==> src/rtl/frog_grid_if.sv <==
// Frog controller bundle: frame/button/hazard/raster inputs
// and sprite position, pixel flag and game status outputs.
interface frog_grid_if;
  logic       frame_tick;
  logic       btn_up;
  logic       btn_down;
  logic       btn_left;
  logic       btn_right;
  logic       hit;
  logic [9:0] h_counter;
  logic [9:0] v_counter;
  logic [9:0] frog_x;
  logic [9:0] frog_y;
  logic       in_frog;
  logic [1:0] lives;
  logic [7:0] score;
  logic       game_over;
  logic       busy;

  modport slave (
    input  frame_tick, btn_up, btn_down,
    input  btn_left, btn_right, hit,
    input  h_counter, v_counter,
    output frog_x, frog_y, in_frog,
    output lives, score, game_over, busy
  );

  modport master (
    output frame_tick, btn_up, btn_down,
    output btn_left, btn_right, hit,
    output h_counter, v_counter,
    input  frog_x, frog_y, in_frog,
    input  lives, score, game_over, busy
  );
endinterface

==> src/rtl/frog_grid_controller.sv <==
// Grid-stepped frog player: hops, collisions, lives, score
// and a registered sprite pixel flag for the colour mux.
module frog_grid_controller #(
  parameter int H_ACTIVE       = 640,
  parameter int V_ACTIVE       = 480,
  parameter int CELL           = 32,
  parameter int FROG_SIZE      = 32,
  parameter int START_COL      = 9,
  parameter int START_ROW      = 14,
  parameter int LIVES          = 3,
  parameter int HOP_FRAMES     = 8,
  parameter int RESPAWN_FRAMES = 60
) (
  input  logic         clk,
  input  logic         rst_n,
  frog_grid_if.slave   io
);

  localparam int COLS = H_ACTIVE / CELL;
  localparam int ROWS = V_ACTIVE / CELL;
  localparam int CW   = (COLS > 1) ? $clog2(COLS) : 1;
  localparam int RW   = (ROWS > 1) ? $clog2(ROWS) : 1;
  localparam int OFF  = (CELL - FROG_SIZE) / 2;
  localparam int FMAX = (HOP_FRAMES > RESPAWN_FRAMES) ?
                        HOP_FRAMES : RESPAWN_FRAMES;
  // at least 3 bits so the blink tap (bit 2) always exists
  localparam int FW   = ($clog2(FMAX + 1) < 3) ?
                        3 : $clog2(FMAX + 1);

  typedef enum logic [1:0] {
    IDLE, HOP, DEAD, OVER
  } state_t;

  state_t         state;
  logic [CW-1:0]  col;
  logic [RW-1:0]  row;
  logic [FW-1:0]  fcnt;
  logic [1:0]     lives;
  logic [7:0]     score;
  logic           game_over;
  logic           busy;
  logic           in_frog;
  logic [3:0]     btn_q;
  logic           pend_v;
  logic [1:0]     pend_d;
  logic           over_req;

  logic [3:0]     btn;
  logic [3:0]     press;
  logic [1:0]     press_d;
  logic           move_ok;
  logic [CW-1:0]  ncol;
  logic [RW-1:0]  nrow;
  logic [9:0]     fx;
  logic [9:0]     fy;
  logic           pix_in;
  logic           pix_show;

  assign btn = {io.btn_right, io.btn_left,
                io.btn_down, io.btn_up};
  assign press = btn & ~btn_q;

  always_comb begin
    press_d = 2'd3;
    priority case (1'b1)
      press[0]: press_d = 2'd0;
      press[1]: press_d = 2'd1;
      press[2]: press_d = 2'd2;
      default:  press_d = 2'd3;
    endcase
  end

  always_comb begin
    ncol    = col;
    nrow    = row;
    move_ok = 1'b0;
    unique case (pend_d)
      2'd0: begin
        move_ok = (row != '0);
        nrow    = row - RW'(1);
      end
      2'd1: begin
        move_ok = (row != RW'(ROWS - 1));
        nrow    = row + RW'(1);
      end
      2'd2: begin
        move_ok = (col != '0);
        ncol    = col - CW'(1);
      end
      default: begin
        move_ok = (col != CW'(COLS - 1));
        ncol    = col + CW'(1);
      end
    endcase
  end

  assign fx = 10'(col) * 10'(CELL) + 10'(OFF);
  assign fy = 10'(row) * 10'(CELL) + 10'(OFF);

  assign pix_in =
    (io.h_counter >= fx) &&
    (io.h_counter <  fx + 10'(FROG_SIZE)) &&
    (io.v_counter >= fy) &&
    (io.v_counter <  fy + 10'(FROG_SIZE)) &&
    (io.h_counter <  10'(H_ACTIVE)) &&
    (io.v_counter <  10'(V_ACTIVE));

  assign pix_show = (state != OVER) &&
                    ((state != DEAD) || fcnt[2]);

  always_ff @(posedge clk or negedge rst_n) begin
    if (!rst_n) begin
      state     <= IDLE;
      col       <= CW'(START_COL);
      row       <= RW'(START_ROW);
      fcnt      <= '0;
      lives     <= 2'(LIVES);
      score     <= '0;
      game_over <= 1'b0;
      busy      <= 1'b0;
      in_frog   <= 1'b0;
      btn_q     <= '0;
      pend_v    <= 1'b0;
      pend_d    <= '0;
      over_req  <= 1'b0;
    end else begin
      btn_q   <= btn;
      in_frog <= pix_in && pix_show;

      if (io.frame_tick) begin
        pend_v <= 1'b0;
      end else if (|press) begin
        pend_v <= 1'b1;
        pend_d <= press_d;
      end

      if ((state == OVER) && (|press))
        over_req <= 1'b1;

      if (io.frame_tick) begin
        unique case (state)
          IDLE, HOP: begin
            if (io.hit) begin
              lives <= lives - 2'd1;
              col   <= CW'(START_COL);
              row   <= RW'(START_ROW);
              fcnt  <= '0;
              state <= DEAD;
              busy  <= 1'b1;
            end else if (state == IDLE) begin
              if (pend_v && move_ok) begin
                col   <= ncol;
                row   <= nrow;
                fcnt  <= '0;
                state <= HOP;
                busy  <= 1'b1;
              end
            end else if (fcnt == FW'(HOP_FRAMES - 1)) begin
              // landing on the home row scores and respawns
              if (row == '0) begin
                if (score != 8'hFF)
                  score <= score + 8'd1;
                col <= CW'(START_COL);
                row <= RW'(START_ROW);
              end
              state <= IDLE;
              busy  <= 1'b0;
            end else begin
              fcnt <= fcnt + FW'(1);
            end
          end
          DEAD: begin
            if (fcnt == FW'(RESPAWN_FRAMES - 1)) begin
              busy <= 1'b0;
              if (lives == 2'd0) begin
                state     <= OVER;
                game_over <= 1'b1;
              end else begin
                state <= IDLE;
              end
            end else begin
              fcnt <= fcnt + FW'(1);
            end
          end
          default: begin
            if (over_req) begin
              lives     <= 2'(LIVES);
              score     <= '0;
              col       <= CW'(START_COL);
              row       <= RW'(START_ROW);
              state     <= IDLE;
              game_over <= 1'b0;
              over_req  <= 1'b0;
            end
          end
        endcase
      end
    end
  end

  assign io.frog_x    = fx;
  assign io.frog_y    = fy;
  assign io.in_frog   = in_frog;
  assign io.lives     = lives;
  assign io.score     = score;
  assign io.game_over = game_over;
  assign io.busy      = busy;

endmodule
==> src/flat_wrapper.sv <==
// flat-port wrapper written by rule: the top's interface ports become plain ports
module frog_grid_controller_flat 
#(
  parameter int H_ACTIVE       = 640,
  parameter int V_ACTIVE       = 480,
  parameter int CELL           = 32,
  parameter int FROG_SIZE      = 32,
  parameter int START_COL      = 9,
  parameter int START_ROW      = 14,
  parameter int LIVES          = 3,
  parameter int HOP_FRAMES     = 8,
  parameter int RESPAWN_FRAMES = 60
)
  (clk, rst_n, io_frame_tick, io_btn_up, io_btn_down, io_btn_left, io_btn_right, io_hit, io_h_counter, io_v_counter, io_frog_x, io_frog_y, io_in_frog, io_lives, io_score, io_game_over, io_busy);
  frog_grid_if io_i ();
  input  logic clk;
  input  logic rst_n;
  input wire logic [$bits(io_i.frame_tick)-1:0] io_frame_tick;
  input wire logic [$bits(io_i.btn_up)-1:0] io_btn_up;
  input wire logic [$bits(io_i.btn_down)-1:0] io_btn_down;
  input wire logic [$bits(io_i.btn_left)-1:0] io_btn_left;
  input wire logic [$bits(io_i.btn_right)-1:0] io_btn_right;
  input wire logic [$bits(io_i.hit)-1:0] io_hit;
  input wire logic [$bits(io_i.h_counter)-1:0] io_h_counter;
  input wire logic [$bits(io_i.v_counter)-1:0] io_v_counter;
  output wire logic [$bits(io_i.frog_x)-1:0] io_frog_x;
  output wire logic [$bits(io_i.frog_y)-1:0] io_frog_y;
  output wire logic [$bits(io_i.in_frog)-1:0] io_in_frog;
  output wire logic [$bits(io_i.lives)-1:0] io_lives;
  output wire logic [$bits(io_i.score)-1:0] io_score;
  output wire logic [$bits(io_i.game_over)-1:0] io_game_over;
  output wire logic [$bits(io_i.busy)-1:0] io_busy;
  assign io_i.frame_tick = io_frame_tick;
  assign io_i.btn_up = io_btn_up;
  assign io_i.btn_down = io_btn_down;
  assign io_i.btn_left = io_btn_left;
  assign io_i.btn_right = io_btn_right;
  assign io_i.hit = io_hit;
  assign io_i.h_counter = io_h_counter;
  assign io_i.v_counter = io_v_counter;
  assign io_frog_x = io_i.frog_x;
  assign io_frog_y = io_i.frog_y;
  assign io_in_frog = io_i.in_frog;
  assign io_lives = io_i.lives;
  assign io_score = io_i.score;
  assign io_game_over = io_i.game_over;
  assign io_busy = io_i.busy;
  frog_grid_controller #(.H_ACTIVE(H_ACTIVE), .V_ACTIVE(V_ACTIVE), .CELL(CELL), .FROG_SIZE(FROG_SIZE), .START_COL(START_COL), .START_ROW(START_ROW), .LIVES(LIVES), .HOP_FRAMES(HOP_FRAMES), .RESPAWN_FRAMES(RESPAWN_FRAMES)) u_core (.clk(clk), .rst_n(rst_n), .io(io_i));
endmodule
==> config.mk <==
export PLATFORM = sky130hd
export DESIGN_NAME = frog_grid_controller_flat
export DESIGN_NICKNAME = d
export VERILOG_FILES = /design/src/rtl/frog_grid_if.sv /design/src/rtl/frog_grid_controller.sv /design/src/flat_wrapper.sv
export SDC_FILE = /design/constraint.sdc
export NUM_CORES = 1
export LEC_CHECK = 0
export ABC_AREA = 1
export BUFFER_PORTS_ARGS = -buffer_cell sky130_fd_sc_hd__buf_4
export CAP_MARGIN = 20
export CORE_MARGIN = 5
export CORE_UTILIZATION = 57
export DETAILED_ROUTE_END_ITERATION = 8
export PLACE_DENSITY = 0.84
export SLEW_MARGIN = 20
export SYNTH_ARGS = -nofsm -noshare
export SYNTH_HDL_FRONTEND = slang
export SYNTH_SLANG_ARGS = --single-unit
==> constraint.sdc <==
create_clock -name clk -period 5.15 [get_ports clk]
set_input_delay 0.2575 -clock clk [delete_from_list [all_inputs] [get_ports clk]]
set_output_delay 0.2575 -clock clk [all_outputs]
set_load 0.1 [all_outputs]
Yosys cells after proc, flatten, opt, wreduce, memory -nomap -nowiden
Index checks and enable logic that the tools add are counted.
{ "classes": {"add_sub_neg": 9, "magnitude_cmp": 6, "eq_ne": 27, "muxes": 60, "bitwise_logic": 5, "n_reduce_logical": 34} }
{ "op_table": {"columns": ["cell", "n"], "rows": [
  ["two-way mux 8 bit", 6],
  ["two-way mux 5 bit", 6],
  ["two-way mux 6 bit", 5],
  ["two-way mux 4 bit", 6],
  ["two-way mux 2 bit", 11],
  ["< comparator 10 bit", 2],
  ["case mux 5 bit (2 select lines)", 2],
  ["AND reduction 5 bit", 4],
  ["case mux 4 bit (2 select lines)", 2],
  ["case mux 8 bit (2 select lines)", 1],
  ["two-way mux 1 bit", 15],
  ["AND reduction 7 bit", 2],
  ["!= test 2 bit, second input constant", 6],
  ["!= test 4 bit, second input constant", 3],
  ["case mux 6 bit (2 select lines)", 1],
  ["adder 10 x 6 -> 10 bit, second input constant", 1],
  ["adder 9 x 6 -> 10 bit, second input constant", 1],
  ["greater-or-equal comparator 10 bit", 1],
  ["greater-or-equal comparator 10 x 9 -> 1 bit", 1],
  ["< comparator 10 bit, second input constant", 1],
  ["< comparator 10 x 9 -> 1 bit, second input constant", 1],
  ["!= test 2 x 1 -> 1 bit, second input constant", 5],
  ["!= test 5 bit, second input constant", 2],
  ["logical AND 1 bit", 9],
  ["other kinds (33)", 47]
]} }
{ "word_totals": {"register_bits": 38, "inputBits": 28} }

Logic depth before layout (Yosys ltp)
Gate-level depths: netlist (run 1).
{ "depth": {"depth_word": 8, "ltp_mapped": 13, "mapped_depth_nobuf": 13} }

Worst setup path after synthesis (run 1)
Ideal clock, no wire load.
{ "synth_timing": {"path_type": "reg-to-reg", "from": "register u_core.row[0]", "to": "register u_core.in_frog, in the netlist u_core.io.in_frog", "setup_time_ns": 0.071, "arrival_ns": 2.358, "required_ns": 5.079, "slack_ns": 2.721, "stages_incl_launch_ff": 14, "path_buffers": 0, "period_less_slack_ns": 2.429, "cell_sequence": "dfrtp_1 inv_1 ha_1 inv_1 ha_1 nand2_1 nand2_1 nand2_1 nand2_1 nand2_1 nand2_1 a21oi_1 nand2_1 nor2_1"} }
{ "synth_between": {"elab_chain_len": 6, "elab_cells_between_ends": 8} }
{ "synth_rtl": {"columns": ["item", "line", "rtl"], "rows": [
  ["from (decl)", "frog_grid_controller.sv:36", "logic [RW-1:0] row;"],
  ["from (signal assigned)", "frog_grid_controller.sv:115", "row <= RW'(START_ROW);"],
  ["from (signal assigned)", "frog_grid_controller.sv:146", "row <= RW'(START_ROW);"],
  ["from (signal assigned)", "frog_grid_controller.sv:153", "row <= nrow;"],
  ["adder 9 x 6 -> 10 bit or greater-or-equal comparator 10 x 9 -> 1 bit (tied branches)", "frog_grid_controller.sv:104, frog_grid_controller.sv:103", null],
  ["< comparator 10 bit or logical AND 1 bit (tied branches)", "frog_grid_controller.sv:104, frog_grid_controller.sv:102", null],
  ["logical AND 1 bit *", "frog_grid_controller.sv:103", "(io.v_counter >= fy) &&"],
  ["logical AND 1 bit *", "frog_grid_controller.sv:104", "(io.v_counter < fy + 10'(FROG_SIZE)) &&"],
  ["logical AND 1 bit *", "frog_grid_controller.sv:105", "(io.h_counter < 10'(H_ACTIVE)) &&"],
  ["logical AND 1 bit *", "frog_grid_controller.sv:128", "in_frog <= pix_in && pix_show;"],
  ["to (signal assigned)", "frog_grid_controller.sv:128", null],
  ["to (decl)", "frog_grid_controller.sv:42", "logic in_frog;"]
]} }
Every way passes the cells marked *; elsewhere a longest branch is shown, timed or not.
A chain may end at the register's enable or synchronous reset.

Worst setup path in the final report (run 1)
{ "layout_timing": {"from": "register u_core.col[0]", "to": "register u_core.in_frog, in the netlist u_core.io.in_frog"} }
{ "layout_between": {"elab_chain_len": 8, "elab_cells_between_ends": 9} }
{ "layout_rtl": {"columns": ["item", "line", "rtl"], "rows": [
  ["from (decl)", "frog_grid_controller.sv:35", "logic [CW-1:0] col;"],
  ["from (signal assigned)", "frog_grid_controller.sv:114", "col <= CW'(START_COL);"],
  ["from (signal assigned)", "frog_grid_controller.sv:145", "col <= CW'(START_COL);"],
  ["from (signal assigned)", "frog_grid_controller.sv:152", "col <= ncol;"],
  ["adder 10 x 6 -> 10 bit", "frog_grid_controller.sv:102", "(io.h_counter < fx + 10'(FROG_SIZE)) &&"],
  ["< comparator 10 bit", "frog_grid_controller.sv:102", null],
  ["logical AND 1 bit *", "frog_grid_controller.sv:101", "(io.h_counter >= fx) &&"],
  ["logical AND 1 bit *", "frog_grid_controller.sv:102", null],
  ["logical AND 1 bit *", "frog_grid_controller.sv:103", null],
  ["logical AND 1 bit *", "frog_grid_controller.sv:104", null],
  ["logical AND 1 bit *", "frog_grid_controller.sv:105", null],
  ["logical AND 1 bit *", "frog_grid_controller.sv:128", null]
]} }
Marked as above.

==> results of run 1 <==
==> stage by stage <==
| step | std cells | worst slack, ns | util | total power (µW) |
|---|---|---|---|---|
| finish | 572 | 3.15 | 0.669 | 2000 |
| global route | 572 | 2.98 | 0.669 | 2180 |
| CTS | 572 | 3.17 | 0.669 | 2010 |
| detailed placement | 563 | 3.18 | 0.650 | 1780 |
| global placement | 563 | 3.23 | 0.650 | 1750 |
| floorplan | 460 | 2.72 | - | 1540 |
==> worst max-delay path, delay by kind of cell, from the launching register on <==
kind                       cells  cell delay [ns]
and+or+nand+nor                6             0.75
DFF                            1             0.61
adders and majority gates      2             0.45
AOI/OAI and AO/OA              1             0.14
==> final cells by class <==
class,instances,share of cell area
clock inverters,2,0.00340
clock buffers,6,0.0224
flip-flops and latches,38,0.261
inverters,63,0.0642
multi-input cells,341,0.522
well taps,72,0.0245
repair buffers,50,0.103
==> cells in the final DEF (no fill, tap or decap), types with 2 or more instances in the layout <==
cell / synthesis / final
sky130_fd_sc_hd__o21ai_2: 4 / 4
sky130_fd_sc_hd__nor2_4: 3 / 3
sky130_fd_sc_hd__a21oi_2: 2 / 2
sky130_fd_sc_hd__a21oi_1: 10 / 10
sky130_fd_sc_hd__nand3_1: 31 / 31
sky130_fd_sc_hd__nor2_1: 39 / 39
sky130_fd_sc_hd__o22ai_1: 2 / 2
sky130_fd_sc_hd__nor3_1: 5 / 5
sky130_fd_sc_hd__or2_2: 2 / 2
sky130_fd_sc_hd__nand2_1: 128 / 128
sky130_fd_sc_hd__nand2_2: 10 / 10
sky130_fd_sc_hd__nor2_2: 3 / 3
sky130_fd_sc_hd__xnor2_1: 4 / 4
sky130_fd_sc_hd__buf_4: 13 / 49
sky130_fd_sc_hd__nand3_2: 2 / 2
sky130_fd_sc_hd__o21ai_0: 13 / 13
sky130_fd_sc_hd__ha_1: 30 / 30
sky130_fd_sc_hd__nand4_1: 18 / 18
sky130_fd_sc_hd__clkbuf_8: 0 / 6
sky130_fd_sc_hd__inv_1: 57 / 57
sky130_fd_sc_hd__inv_2: 6 / 6
sky130_fd_sc_hd__conb_1: 1 / 11
sky130_fd_sc_hd__o21ai_1: 2 / 2
sky130_fd_sc_hd__xor2_1: 7 / 7
sky130_fd_sc_hd__nor3b_1: 3 / 3
sky130_fd_sc_hd__dfstp_2: 7 / 7
sky130_fd_sc_hd__dfrtp_1: 31 / 31
==> sequential cells by signal, summed over array words and instances, names as in the netlist <==
name	count
u_core.over_req	1
u_core.io.score	8
u_core.io.busy	1
u_core.row	4
u_core.col	5
u_core.io.game_over	1
u_core.fcnt	6
u_core.btn_q	4
u_core.io.in_frog	1
u_core.io.lives	2
u_core.pend_d	2
u_core.state	2
u_core.pend_v	1
==> report_power, final <==
group          internal [µW]  switching (µW)
clock                    108             109
combinational            353             893
sequential               396             140
total                    856            1140
==> worst paths after layout <==
| path | from | endpoint | slack, ns | cells past startpoint |
|---|---|---|---|---|
| setup / recovery | u_core.col[0] | u_core.io.in_frog | 3.15 | 9 |
| hold / removal | io_btn_down | u_core.btn_q[1] | 0.08 | 1 |
| setup reg to reg | u_core.col[0] | u_core.io.in_frog | 3.15 | 9 |
| hold reg to reg | u_core.io.lives[1] | u_core.io.lives[1] | 0.49 | 2 |
| max in group asynchronous | rst_n | u_core.row[1] | 4.31 | 2 |
| min in group asynchronous | rst_n | u_core.over_req | 0.47 | 2 |
==> logic make-up (layout without fill, tap and decap cells) <==
kind of cell,count (synthesis),after routing,synth area share
AO/OA/AOI/OAI,35,35,0.0639
XOR/XNOR,11,11,0.0298
adder cells (fa/ha/maj),31,31,0.122
buffers and inverters,81,121,0.119
flip-flops,38,38,0.297
other,1,11,0.00116
AND/OR/NAND/NOR,253,253,0.367
==> routing by layer <==
metal,track usage,vias to the layer above,share of wire
li1,-,1522,-
met1,0.237,1374,0.44
met2,0.378,76,0.49
met3,0.0398,8,0.057
met4,0.0518,0,0.014
met5,0,-,0
==> flow_results.org, run 1 <==
** Outcome
- The flow ran to the end, and the final reports show no timing, DRC or antenna violations.

** Final layout
- The sequential cells in the finished layout cover a total of roughly 960 µm².
- At the end of the flow, the number of nets in the layout was 558.
- Final std cell area, no fill :: around 3700 µm²
- The filler cells instantiated in the layout total about 500.
- The multi-input combinational cells in the finished layout cover a total of approximately 1900 µm².
- Share of layout cells above drive strength 1 :: 0.202
- Compared with the post-synthesis result, the final layout area differs by 14.0%.
- The number of antenna diodes in the final layout is 0.

** Floorplanning
- Standard-cell row count :: 27
- For this configuration, the core starts out at a cell density of 0.587.
- Area of the die :: 7270 µm²
- The die is between 80 and 90 µm tall.
- During I/O placement, the number of pins put on the boundary was 61.
- Area of the core :: roughly 5500 µm²
- Horizontal die dimension :: 85.3 µm

** Yosys
- The share of synthesized area in the top cell type comes to 0.240.
- By count the netlist is led by 128 x sky130_fd_sc_hd__nand2_1, 57 x sky130_fd_sc_hd__inv_1, 39 x sky130_fd_sc_hd__nor2_1.
- Synthesis produced a netlist whose cell count is 450.
- After synthesis, the netlist uses 40 different library cells.
- Among all cell types in the netlist, the one instantiated most often is sky130_fd_sc_hd__nand2_1.
- Most frequently used flop master after synthesis :: sky130_fd_sc_hd__dfrtp_1
- Yosys reg bits :: 38
- Post-synthesis async set-or-reset flop share :: 1.00
- In this run the mean area of a mapped cell was between 7 and 8 µm².
- Yosys warns :: 0
- The share of the Yosys chip area taken by registers is 0.297.
- By area the synthesized netlist is led by sky130_fd_sc_hd__dfrtp_1 24%, sky130_fd_sc_hd__nand2_1 15%, sky130_fd_sc_hd__ha_1 12%.
- Cell area after synthesis :: 3230 µm²
- EDFF count, synth :: 0
- Area leader, netlist :: sky130_fd_sc_hd__dfrtp_1

** CTS
- Clock tree sinks :: 38
- Number of hold-repair buffers added at the cts stage :: 1
- The later pin in the worst-skew pair is clocked with a latency of 0.29 ns.
- After clock tree synthesis, the clock-pin slew on the worst setup and hold paths is 0.08 ns.
- Buffer depth of the longest clock path :: 2
- In this run the number of H-tree levels came out at 2.
- TritonCTS built the clock tree.
- In this run, post-CTS repair resized a total of 0 instances.
- Cell at the root of the clock tree :: sky130_fd_sc_hd__clkbuf_8
- Post-CTS Setup Repair Bufs :: 0
- Counting the buffers created by CTS gives 5.

** Setup path
- Walking the worst path, the cells encountered are ha_1 > nand4_1 > and2_1 > ha_1 > nor3_1 > nand4_1 > a21oi_1 > nand2_1 > nor2_1.
- The critical path is of the reg2reg type.
- Capturing element type of the critical path :: register
- Delay of the slowest critical-path stage :: approximately 0.61 ns
- Data required, critical path :: ~5.4 ns
- Endpoint arrival time on the critical path :: 2.22 ns
- Critical Path Fanout Max :: 8
- Startpoint type of the worst setup path :: register
- Among all stages on the critical path, the largest delay is contributed by sky130_fd_sc_hd__dfstp_2.

** Placement
- Routability-driven placement congestion ratio :: roughly 0.87
- Area after detailed placement :: ~3600 µm²
- The count of buffers added on input and output ports is 49.
- Post-DP HPWL :: 5300 µm

** Timing
- Clk_skew :: a little over 0.01 ns
- Timing would allow up to roughly 500 MHz.
- For the pin with the worst max-slew slack, the measured transition is 0.580 ns.
- Relative max-transition margin :: 0.613
- Endpoints failing setup :: 0
- Setup TNS :: 0 ns
- RSZ-0062 raised after global routing :: false
- Fin Hold WS :: roughly 0.077 ns
- The max-slew violation count was 0.
- Dividing the final minimum period by the clock period gives 0.388.
- Final worst path period need :: between 1.5 and 2 ns
- The final number of hold-violating endpoints is 0.

** Routing
- Via count of the routed design :: about 3000
- The pre-antenna-repair detailed-routing pass consisted of 4 iterations.
- Post-route antenna net violation count :: 0
- After detailed routing, the average wire length per cell comes to 12.1 µm.
- Number of design rule violations left after detail routing :: 0
- Iteration-0 DRC count of the detailed router :: 170
- Total wire length after detailed routing :: 6920 µm
- Dividing the detail-routed via count by the number of cells gives 5.21.

** Job
- The tool flagged a number of max-cap violations equal to 0.

** GRT
- Pin count of the biggest net entering global routing :: 39
- Total gr overflow :: 0
- The number of antenna violations at the first check in global routing is 0.
- Wire length of the first global-routing pass :: 12300 µm
- The number of global-route vias before repair came to roughly 2800.
- Gr usage total :: 0.203

** Hold path
- The worst hold path belongs to the class in2reg.

** Power
- In this run the power density over the cells is between 500 and 600 nW/µm².
- Leakage component of the power :: approximately 0.0020 µW
- VDD sags by at most between 0.3 and 0.4 mV.
Note: power is estimated with default switching activity, not from simulation.
==> inputs of run 2 (changes only) <==
==> constraint.sdc (replaced) <==
create_clock -name clk -period 2 [get_ports clk]
set_input_delay 0.1 -clock clk [delete_from_list [all_inputs] [get_ports clk]]
set_output_delay 0.1 -clock clk [all_outputs]
set_load 0.1 [all_outputs]
==> run 2 against run 1 <==
Largest cell class unchanged. Die area is the same. Via count increased by 4.3%. Worst setup slack worse by 3.1 ns. Largest power group unchanged. Clock power rose to 3.0 times the previous value. Critical path depth is 4 higher. Clock skew hardly changed. Routed wire length increased by 10%. Power increased to 2.8 times the previous value. Cell count grew 3.3%. Sequential power increased to 2.5 times the previous value. Highest routed layer unchanged.
==> flow_results.org, run 2 (same netlist as run 1, synthesis figures left out) <==
** CTS
- The cell chosen for the clock root was sky130_fd_sc_hd__clkbuf_8 (unchanged).
- The clock-pin transition on the worst setup and hold timing paths came to 0.08 ns (about the same).
- The buffer depth of the longest clock path was 2 (unchanged).
- CTS H-tree depth :: 2 (unchanged)
- Clock tree sinks :: 38 (unchanged)
- The clock tree from TritonCTS is done (unchanged).
- The number of CTS-inserted buffers was 5 (unchanged).
- Clk Latency, worst-skew pair :: 0.30 ns (was 0.29 ns)

** Power
- The peak ir drop on the vdd network was 1.07 mV (was 0.376 mV).
- The power per cell area is 1430 nW/µm² (was 542 nW/µm²).
- The static leakage was 0.00208 µW (was 0.00199 µW).
- Design Power :: 5630 µW (was 2000 µW)

** Final layout
- Layout net count :: 577 (was 558)
- FILL cells :: 450 (was 491)
- Most frequent standard cell in the layout excluding fill and tap cells :: sky130_fd_sc_hd__nand2_1 (unchanged)
- The final standard cell count with taps included and fillers excluded is 591 (was 572).
- Largest regs :: u_core.io.score (8), u_core.fcnt (6), u_core.col (5) (unchanged)
- The fraction of final layout cells sized beyond drive strength 1 is 0.260 (was 0.202).
- Flip-flop and latch area :: 975 µm² (was 960 µm²)
- Number of flip-flops in the largest register :: 8 (unchanged)
- Total inserted antenna cells :: 0 (unchanged)
- Area added between synthesis and finish :: 22.1% (was 14.0%)
- Final std cell area, no fill :: 3940 µm² (was 3680 µm²)
- Area taken by multi-input logic gates :: 1990 µm² (was 1920 µm²)
- Register bank with the most flops :: u_core.io.score (unchanged)
- Most frequent cells in the layout :: 126 x sky130_fd_sc_hd__nand2_1, 63 x sky130_fd_sc_hd__buf_4, 54 x sky130_fd_sc_hd__inv_1 (was 128 x sky130_fd_sc_hd__nand2_1, 57 x sky130_fd_sc_hd__inv_1, 49 x sky130_fd_sc_hd__buf_4)

** GRT
- The combined global-route utilization of all metal layers is 0.208 (was 0.203).
- The first-pass GRT wire length came to 12600 µm (was 12300 µm).
- The number of global-route vias before repair is 2928 (was 2827).
- Total gr overflow :: 0 (unchanged)
- Initial antenna violation count :: 0 (unchanged)
- Pin count of the biggest net entering global routing :: 39 (unchanged)

** Floorplanning
- Number of top-level pins :: 61 (unchanged)
- The horizontal extent of the die was 85.3 µm (unchanged).
- Standard-cell row count :: 27 (unchanged)
- The area of the die came to 7270 µm² (unchanged).
- The starting density of the core is 0.587 (unchanged).
- Area of the core :: 5510 µm² (unchanged)
- Die height :: 85.3 µm (unchanged)

** Routing
- The wire length per cell came to 12.9 µm (was 12.1 µm).
- The post-detailed-route DRC marker count came to 0 (unchanged).
- The number of vias per cell after detailed routing came to 5.26 (was 5.21).
- Via count of the routed design :: 3108 (was 2980)
- 1st-pass router iterations :: 4 (unchanged)
- Total wire length after detailed routing :: 7610 µm (was 6920 µm)
- Iteration-0 DRC count of the detailed router :: 186 (was 170)
- Post-route antenna net violation count :: 0 (unchanged)

** Timing
- The minimum hold slack was 0.0430 ns (was 0.0772 ns).
- Endpoints failing setup :: 0 (unchanged)
- Final worst path period need :: 1.90 ns (was 2.00 ns)
- Clk_skew :: 0.00988 ns (was 0.0101 ns)
- RSZ-0062 raised after global routing: true (was false).
- Number of hold violations in the final report :: 0 (unchanged)
- Achievable Freq :: 526 MHz (was 501 MHz)
- Max-slew violation count :: 0 (unchanged)
- The total negative slack for setup checks is 0 ns (unchanged).
- The final period utilization is 0.951 (was 0.388).

** Hold path
- Hold crit path type :: in2reg (unchanged)
- Worst min-delay path startpoint :: io_frame_tick (was io_btn_down)

** Placement
- Number of port buffers :: 49 (unchanged)
- Area after detailed placement :: 3650 µm² (was 3580 µm²)
- The placer congestion estimate came to 0.869 (was 0.870).
- The instance count after placement with tap cells included came to 570 (was 563).
- Post-DP HPWL :: 5690 µm (was 5300 µm)

** Setup path
- Critical path, cell by cell :: inv_6 > ha_4 > inv_2 > ha_4 > nand2_2 > nand2_2 > nand2_1 > nand2_1 > nand2_1 > nand2_1 > a21oi_2 > nand2_1 > nor2_1 (was ha_1 > nand4_1 > and2_1 > ha_1 > nor3_1 > nand4_1 > a21oi_1 > nand2_1 > nor2_1)
- The class of the most critical setup path is reg2reg (unchanged).
- Critical path startpoint :: u_core.col[0] (unchanged)
- The cell that appears most often on the critical path is sky130_fd_sc_hd__nand2_1.
- The stage delay of the slowest cell on the critical path was 0.67 ns (was 0.61 ns).
- The nature of the critical path startpoint is a register (unchanged).
- Slowest stage cell, crit path :: sky130_fd_sc_hd__dfstp_4 (was sky130_fd_sc_hd__dfstp_2)
- The source of the worst register-to-register timing path was u_core.col[0] (unchanged).
- Critical Path Fanout Max :: 4 (was 8)
- The required arrival time at the worst endpoint was 2.24 ns (was 5.38 ns).
- Endpoint arrival time on the critical path :: 2.14 ns (was 2.22 ns)
- The type of destination of the critical path is a register (unchanged).

** Job
- The number of max-cap violations was 0 (unchanged).

** Outcome
- Status :: completed (unchanged)
==> run 2: cell count changes in the layout (fill, tap and decap cells not counted), sizes merged <==
cell         delta
buf            +15
dlygate4sd3     +4
bufinv          +1
clkbuf          -1
clkinv          +1
clkinvlp        -1
==> run 2: worst max-delay path: cells and delay by family, from the launching register on <==
family | cells | cell delay (ns)
AND/OR/NAND/NOR | 8 | 0.46
adder cells (fa/ha/maj) | 2 | 0.50
buffers and inverters | 2 | 0.08
flip-flops | 1 | 0.67
AO/OA/AOI/OAI | 1 | 0.13
==> run 2: final timing paths <==
| path | to | cells after the start | slack, ns |
|---|---|---|---|
| worst max-delay path | u_core.io.in_frog | 13 | 0.1 |
| worst min-delay path | u_core.pend_v | 2 | 0.04 |
| worst max register to register | u_core.io.in_frog | 13 | 0.1 |
| worst min register to register | u_core.io.lives[1] | 2 | 0.50 |
| max in group asynchronous | u_core.io.lives[1] | 2 | 1.33 |
| min in group asynchronous | u_core.io.score[7] | 2 | 0.30 |
==> run 2: cell type report <==
cell class / count / share of cell area
clock buffer: 5 / 0.0174
clock inverter: 3 / 0.0102
inverter: 63 / 0.0612
multi-input combinational: 341 / 0.506
sequential: 38 / 0.247
tap: 72 / 0.0228
timing repair buffer: 69 / 0.135
==> run 2: repair_timing <==
| item | in CTS | in global routing |
|---|---|---|
| setup buffers | 1 | 7 |
| gates resized for setup | 2 | 14 |
| setup endpoints to repair | 1 | 16 |
| hold buffers | 5 | 0 |
| pin swaps | 0 | 15 |
| hold endpoints to repair | 35 | 0 |
==> run 2: metrics by stage <==
stage | worst slack, ns | utilization
final | 0.0980 | 0.716
after global routing | -0.0480 | 0.716
after CTS | 0.0137 | 0.695
after detailed placement | -0.0139 | 0.662
after global placement | 0.0828 | 0.662
after floorplan | -0.114 | -
==> run 2: routing by layer <==
metal / part of all wire / track usage
met1: 0.43 / 0.260
met2: 0.50 / 0.350
met3: 0.049 / 0.0408
met4: 0.024 / 0.0849
met5: 0 / 0
==> run 2: report_power, final <==
part | internal, µW | switching [µW] | leakage, µW | total (µW)
Combinational | 1120 | 2520 | 0.00155 | 3640
Sequential | 1040 | 308 | 0.000472 | 1350
Clock | 367 | 282 | 0.0000579 | 649
==> inputs of run 3 (changes only) <==
--- a/config.mk
+++ b/config.mk
@@ -6,7 +6,7 @@
 export NUM_CORES = 1
 export LEC_CHECK = 0
 export ABC_AREA = 1
-export BUFFER_PORTS_ARGS = -buffer_cell sky130_fd_sc_hd__buf_4
+export BUFFER_PORTS_ARGS = -buffer_cell sky130_fd_sc_hd__buf_2
 export CAP_MARGIN = 20
 export CORE_MARGIN = 5
 export CORE_UTILIZATION = 57
==> run 3 against run 2 <==
First-iteration DRC count is 5.9% lower. Register-to-register slack worse by 0.04 ns. Sequential power hardly changed. Die area did not move. Critical endpoint unchanged. Largest power group unchanged.
==> flow_results.org, run 3 (same netlist as run 1, synthesis figures left out) <==
** Setup path
- The dominant cell type by count on the critical path is sky130_fd_sc_hd__nand4_1 (was sky130_fd_sc_hd__nand2_1).
- Slowest stage cell, crit path :: sky130_fd_sc_hd__dfstp_4 (unchanged)
- Critical path class :: reg2reg (unchanged)
- Critical R2R Capture :: u_core.io.in_frog (unchanged)
- Data required, critical path :: 2.23 ns (was 2.24 ns)
- The nature of the critical path startpoint was a register (unchanged).
- Capturing element type of the critical path :: register (unchanged)
- R2R cell count :: 9 (was 13)
- Endpoint arrival time on the critical path :: 2.17 ns (was 2.14 ns)
- Critical path, cell by cell: ha_2 > nand4_1 > and2_1 > ha_1 > nor3_1 > nand4_1 > a21oi_1 > nand2_1 > nor2_1 (was inv_6 > ha_4 > inv_2 > ha_4 > nand2_2 > nand2_2 > nand2_1 > nand2_1 > nand2_1 > nand2_1 > a21oi_2 > nand2_1 > nor2_1).
- The source of the worst register-to-register timing path is u_core.col[0] (unchanged).
- The worst-path maximum fanout came to 7 (was 4).
- The stage delay of the slowest cell on the critical path was 0.67 ns (about the same).
- The worst setup path startpoint is u_core.col[0] (unchanged).
- Flop-to-flop setup slack :: 0.06 ns (was 0.1 ns)

** Final layout
- The most flop-heavy register is u_core.io.score (unchanged).
- Largest regs: u_core.io.score (8), u_core.fcnt (6), u_core.col (5) (unchanged).
- Most frequent standard cell in the layout excluding fill and tap cells :: sky130_fd_sc_hd__nand2_1 (unchanged)
- The fraction of final layout cells sized beyond drive strength 1 came to 0.239 (was 0.260).
- The final standard cell count with taps included and fillers excluded is 590 (was 591).
- Area added between synthesis and finish :: 15.7% (was 22.1%)
- The share of the core filled with cells in the final layout was 0.679 (was 0.716).
- The number of diodes was 0 (unchanged).
- Number of flip-flops in the largest register :: 8 (unchanged)
- The filler cell count is 449 (was 450).
- Layout net count :: 576 (was 577)
- Most frequent cells in the layout :: 128 x sky130_fd_sc_hd__nand2_1, 56 x sky130_fd_sc_hd__inv_1, 49 x sky130_fd_sc_hd__buf_2 (was 126 x sky130_fd_sc_hd__nand2_1, 63 x sky130_fd_sc_hd__buf_4, 54 x sky130_fd_sc_hd__inv_1)

** Timing
- Clk_skew :: 0.00960 ns (was 0.00988 ns)
- Final worst path period need :: 1.94 ns (was 1.90 ns)
- Max-slew violation count :: 0 (unchanged)
- The peak clock frequency supported by timing is 515 MHz (was 526 MHz).
- Relative max-transition margin :: 0.471
- For the pin with the worst max-slew slack, the measured transition is roughly 0.8 ns.
- The final number of hold-violating endpoints is 0 (unchanged).
- RSZ-0062 raised after global routing: true (unchanged).
- Endpoints failing setup :: 0 (unchanged)
- The final period utilization came to 0.971 (was 0.951).
- The total negative slack for setup checks came to 0 ns (unchanged).

** Routing
- Via/cell ratio :: 5.09 (was 5.26)
- The overall routed net length came to 7050 µm (was 7610 µm).
- Post-route antenna net violation count :: 0 (unchanged)
- 1st-pass router iterations :: 4 (unchanged)
- The count of vias placed by the detailed router came to 3005 (was 3108).
- Iteration-0 DRC count of the detailed router :: 175 (was 186)
- Number of design rule violations left after detail routing :: 0 (unchanged)
- The wire length per cell came to 11.9 µm (was 12.9 µm).

** Outcome
- Status: completed (unchanged).

** Placement
- Post-DP HPWL :: 5490 µm (was 5690 µm)
- Number of port buffers :: 49 (unchanged)
- Total placed cells including tap cells :: 571 (was 570)
- Routability-driven placement congestion ratio :: 0.930 (was 0.869)

** Floorplanning
- The number of I/O pins came to 61 (unchanged).
- Area of the core :: 5510 µm² (unchanged)
- The y dimension of the die is 85.3 µm (unchanged).
- The horizontal extent of the die is 85.3 µm (unchanged).
- Starting density of the core :: 0.587 (unchanged)
- Standard-cell row count :: 27 (unchanged)
- Area of the die :: 7270 µm² (unchanged)

** GRT
- The number of global-route vias before repair is 2831 (was 2928).
- Wire length of the first global-routing pass :: 12100 µm (was 12600 µm)
- The number of antenna violations at the first check in global routing is 0 (unchanged).
- The global-route congestion overflow total came to 0 (unchanged).
- The combined global-route utilization of all metal layers was 0.199 (was 0.208).
- The largest net degree at the start of global routing is 37 (was 39).

** Hold path
- Number of cells on the worst hold path :: 2 (unchanged)
- The endpoint of the worst hold-timing path is u_core.pend_v (unchanged).
- The class of the most critical hold timing path is in2reg (unchanged).
- Worst min-delay path startpoint :: io_frame_tick (unchanged)

** CTS
- Buffer depth of the longest clock path :: 2 (unchanged)
- The clock-pin transition on the worst setup and hold timing paths came to 0.08 ns (about the same).
- Clock buffers created by TritonCTS :: 5 (unchanged)
- The worst-skew pair later-pin latency came to 0.29 ns (was 0.30 ns).
- The number of sinks handled by clock tree synthesis was 38 (unchanged).
- Cell at the root of the clock tree :: sky130_fd_sc_hd__clkbuf_8 (unchanged)
- The H-tree depth came to 2 (unchanged).
- The clock tree from TritonCTS was done (unchanged).

** Power
- Power per cell area :: 1410 nW/µm² (was 1430 nW/µm²)
- The post-layout total power is 5260 µW (was 5630 µW).
- Worst voltage drop across the vdd grid :: 0.972 mV (was 1.07 mV)
- The static leakage is 0.00204 µW (was 0.00208 µW).

** Job
- Max-cap violation count :: 0 (unchanged)
[run 3: final cells by class]
type	count	area (µm²)	area share
inverters	63	239	0.0639
clock inverters	1	5.00	0.00134
flip-flops and latches	38	975	0.261
clock buffers	7	86.3	0.0231
repair buffers	68	400	0.107
well taps	72	90.1	0.0241
multi-input cells	341	1940	0.520
[run 3: through the flow]
| stage | instance area, µm² | hold WS [ns] | worst slack (ns) |
|---|---|---|---|
| finish | 3740 | 0.0632 | 0.0580 |
| detailed placement | 3530 | 0.229 | 0.0502 |
| CTS | 3670 | 0.0517 | 0.0312 |
| global route | 3740 | 0.0909 | -0.0369 |
| global placement | 3530 | 0.222 | 0.0841 |
| floorplan | 3280 | -0.196 | -0.114 |
[run 3: how the worst max path moves through the flow]
| stage | slack (ns) | cells after the start | endpoint |
|---|---|---|---|
| final | 0.06 | 9 | u_core.io.in_frog |
| after global routing | -0.04 | 9 | u_core.io.in_frog |
| after CTS | 0.03 | 13 | u_core.io.in_frog |
| after detailed placement | 0.05 | 9 | u_core.io.in_frog |
| after global placement | 0.08 | 13 | u_core.io.in_frog |
| after floorplan | -0.11 | 10 | u_core.io.in_frog |
[run 3: routing by layer]
layer,global-route usage,part of all wire,vias up,wire [µm]
met2,0.336,0.49,69,3420
met3,0.0359,0.049,17,347
met1,0.249,0.45,1362,3140
met4,0.0835,0.020,0,142
met5,0,0,-,0
li1,-,-,1557,-
[run 3: timing repair]
item	CTS	global route
endpoints found under the hold margin	35	0
buffers inserted	0	6
hold buffers	5	0
resized for setup	0	4
endpoints found under the setup margin	0	17
[run 3: critical path, delay by kind of cell, from the launching register on]
family,cells,cell delay [ns]
and+or+nand+nor,6,0.68
DFF,1,0.67
adders and majority gates,2,0.39
AOI/OAI and AO/OA,1,0.13
[run 3: report_power, final]
group	switching, µW	internal, µW	total (µW)
Sequential	307	1040	1350
Clock	270	278	548
Combinational	2410	962	3370
Total	2980	2280	5260
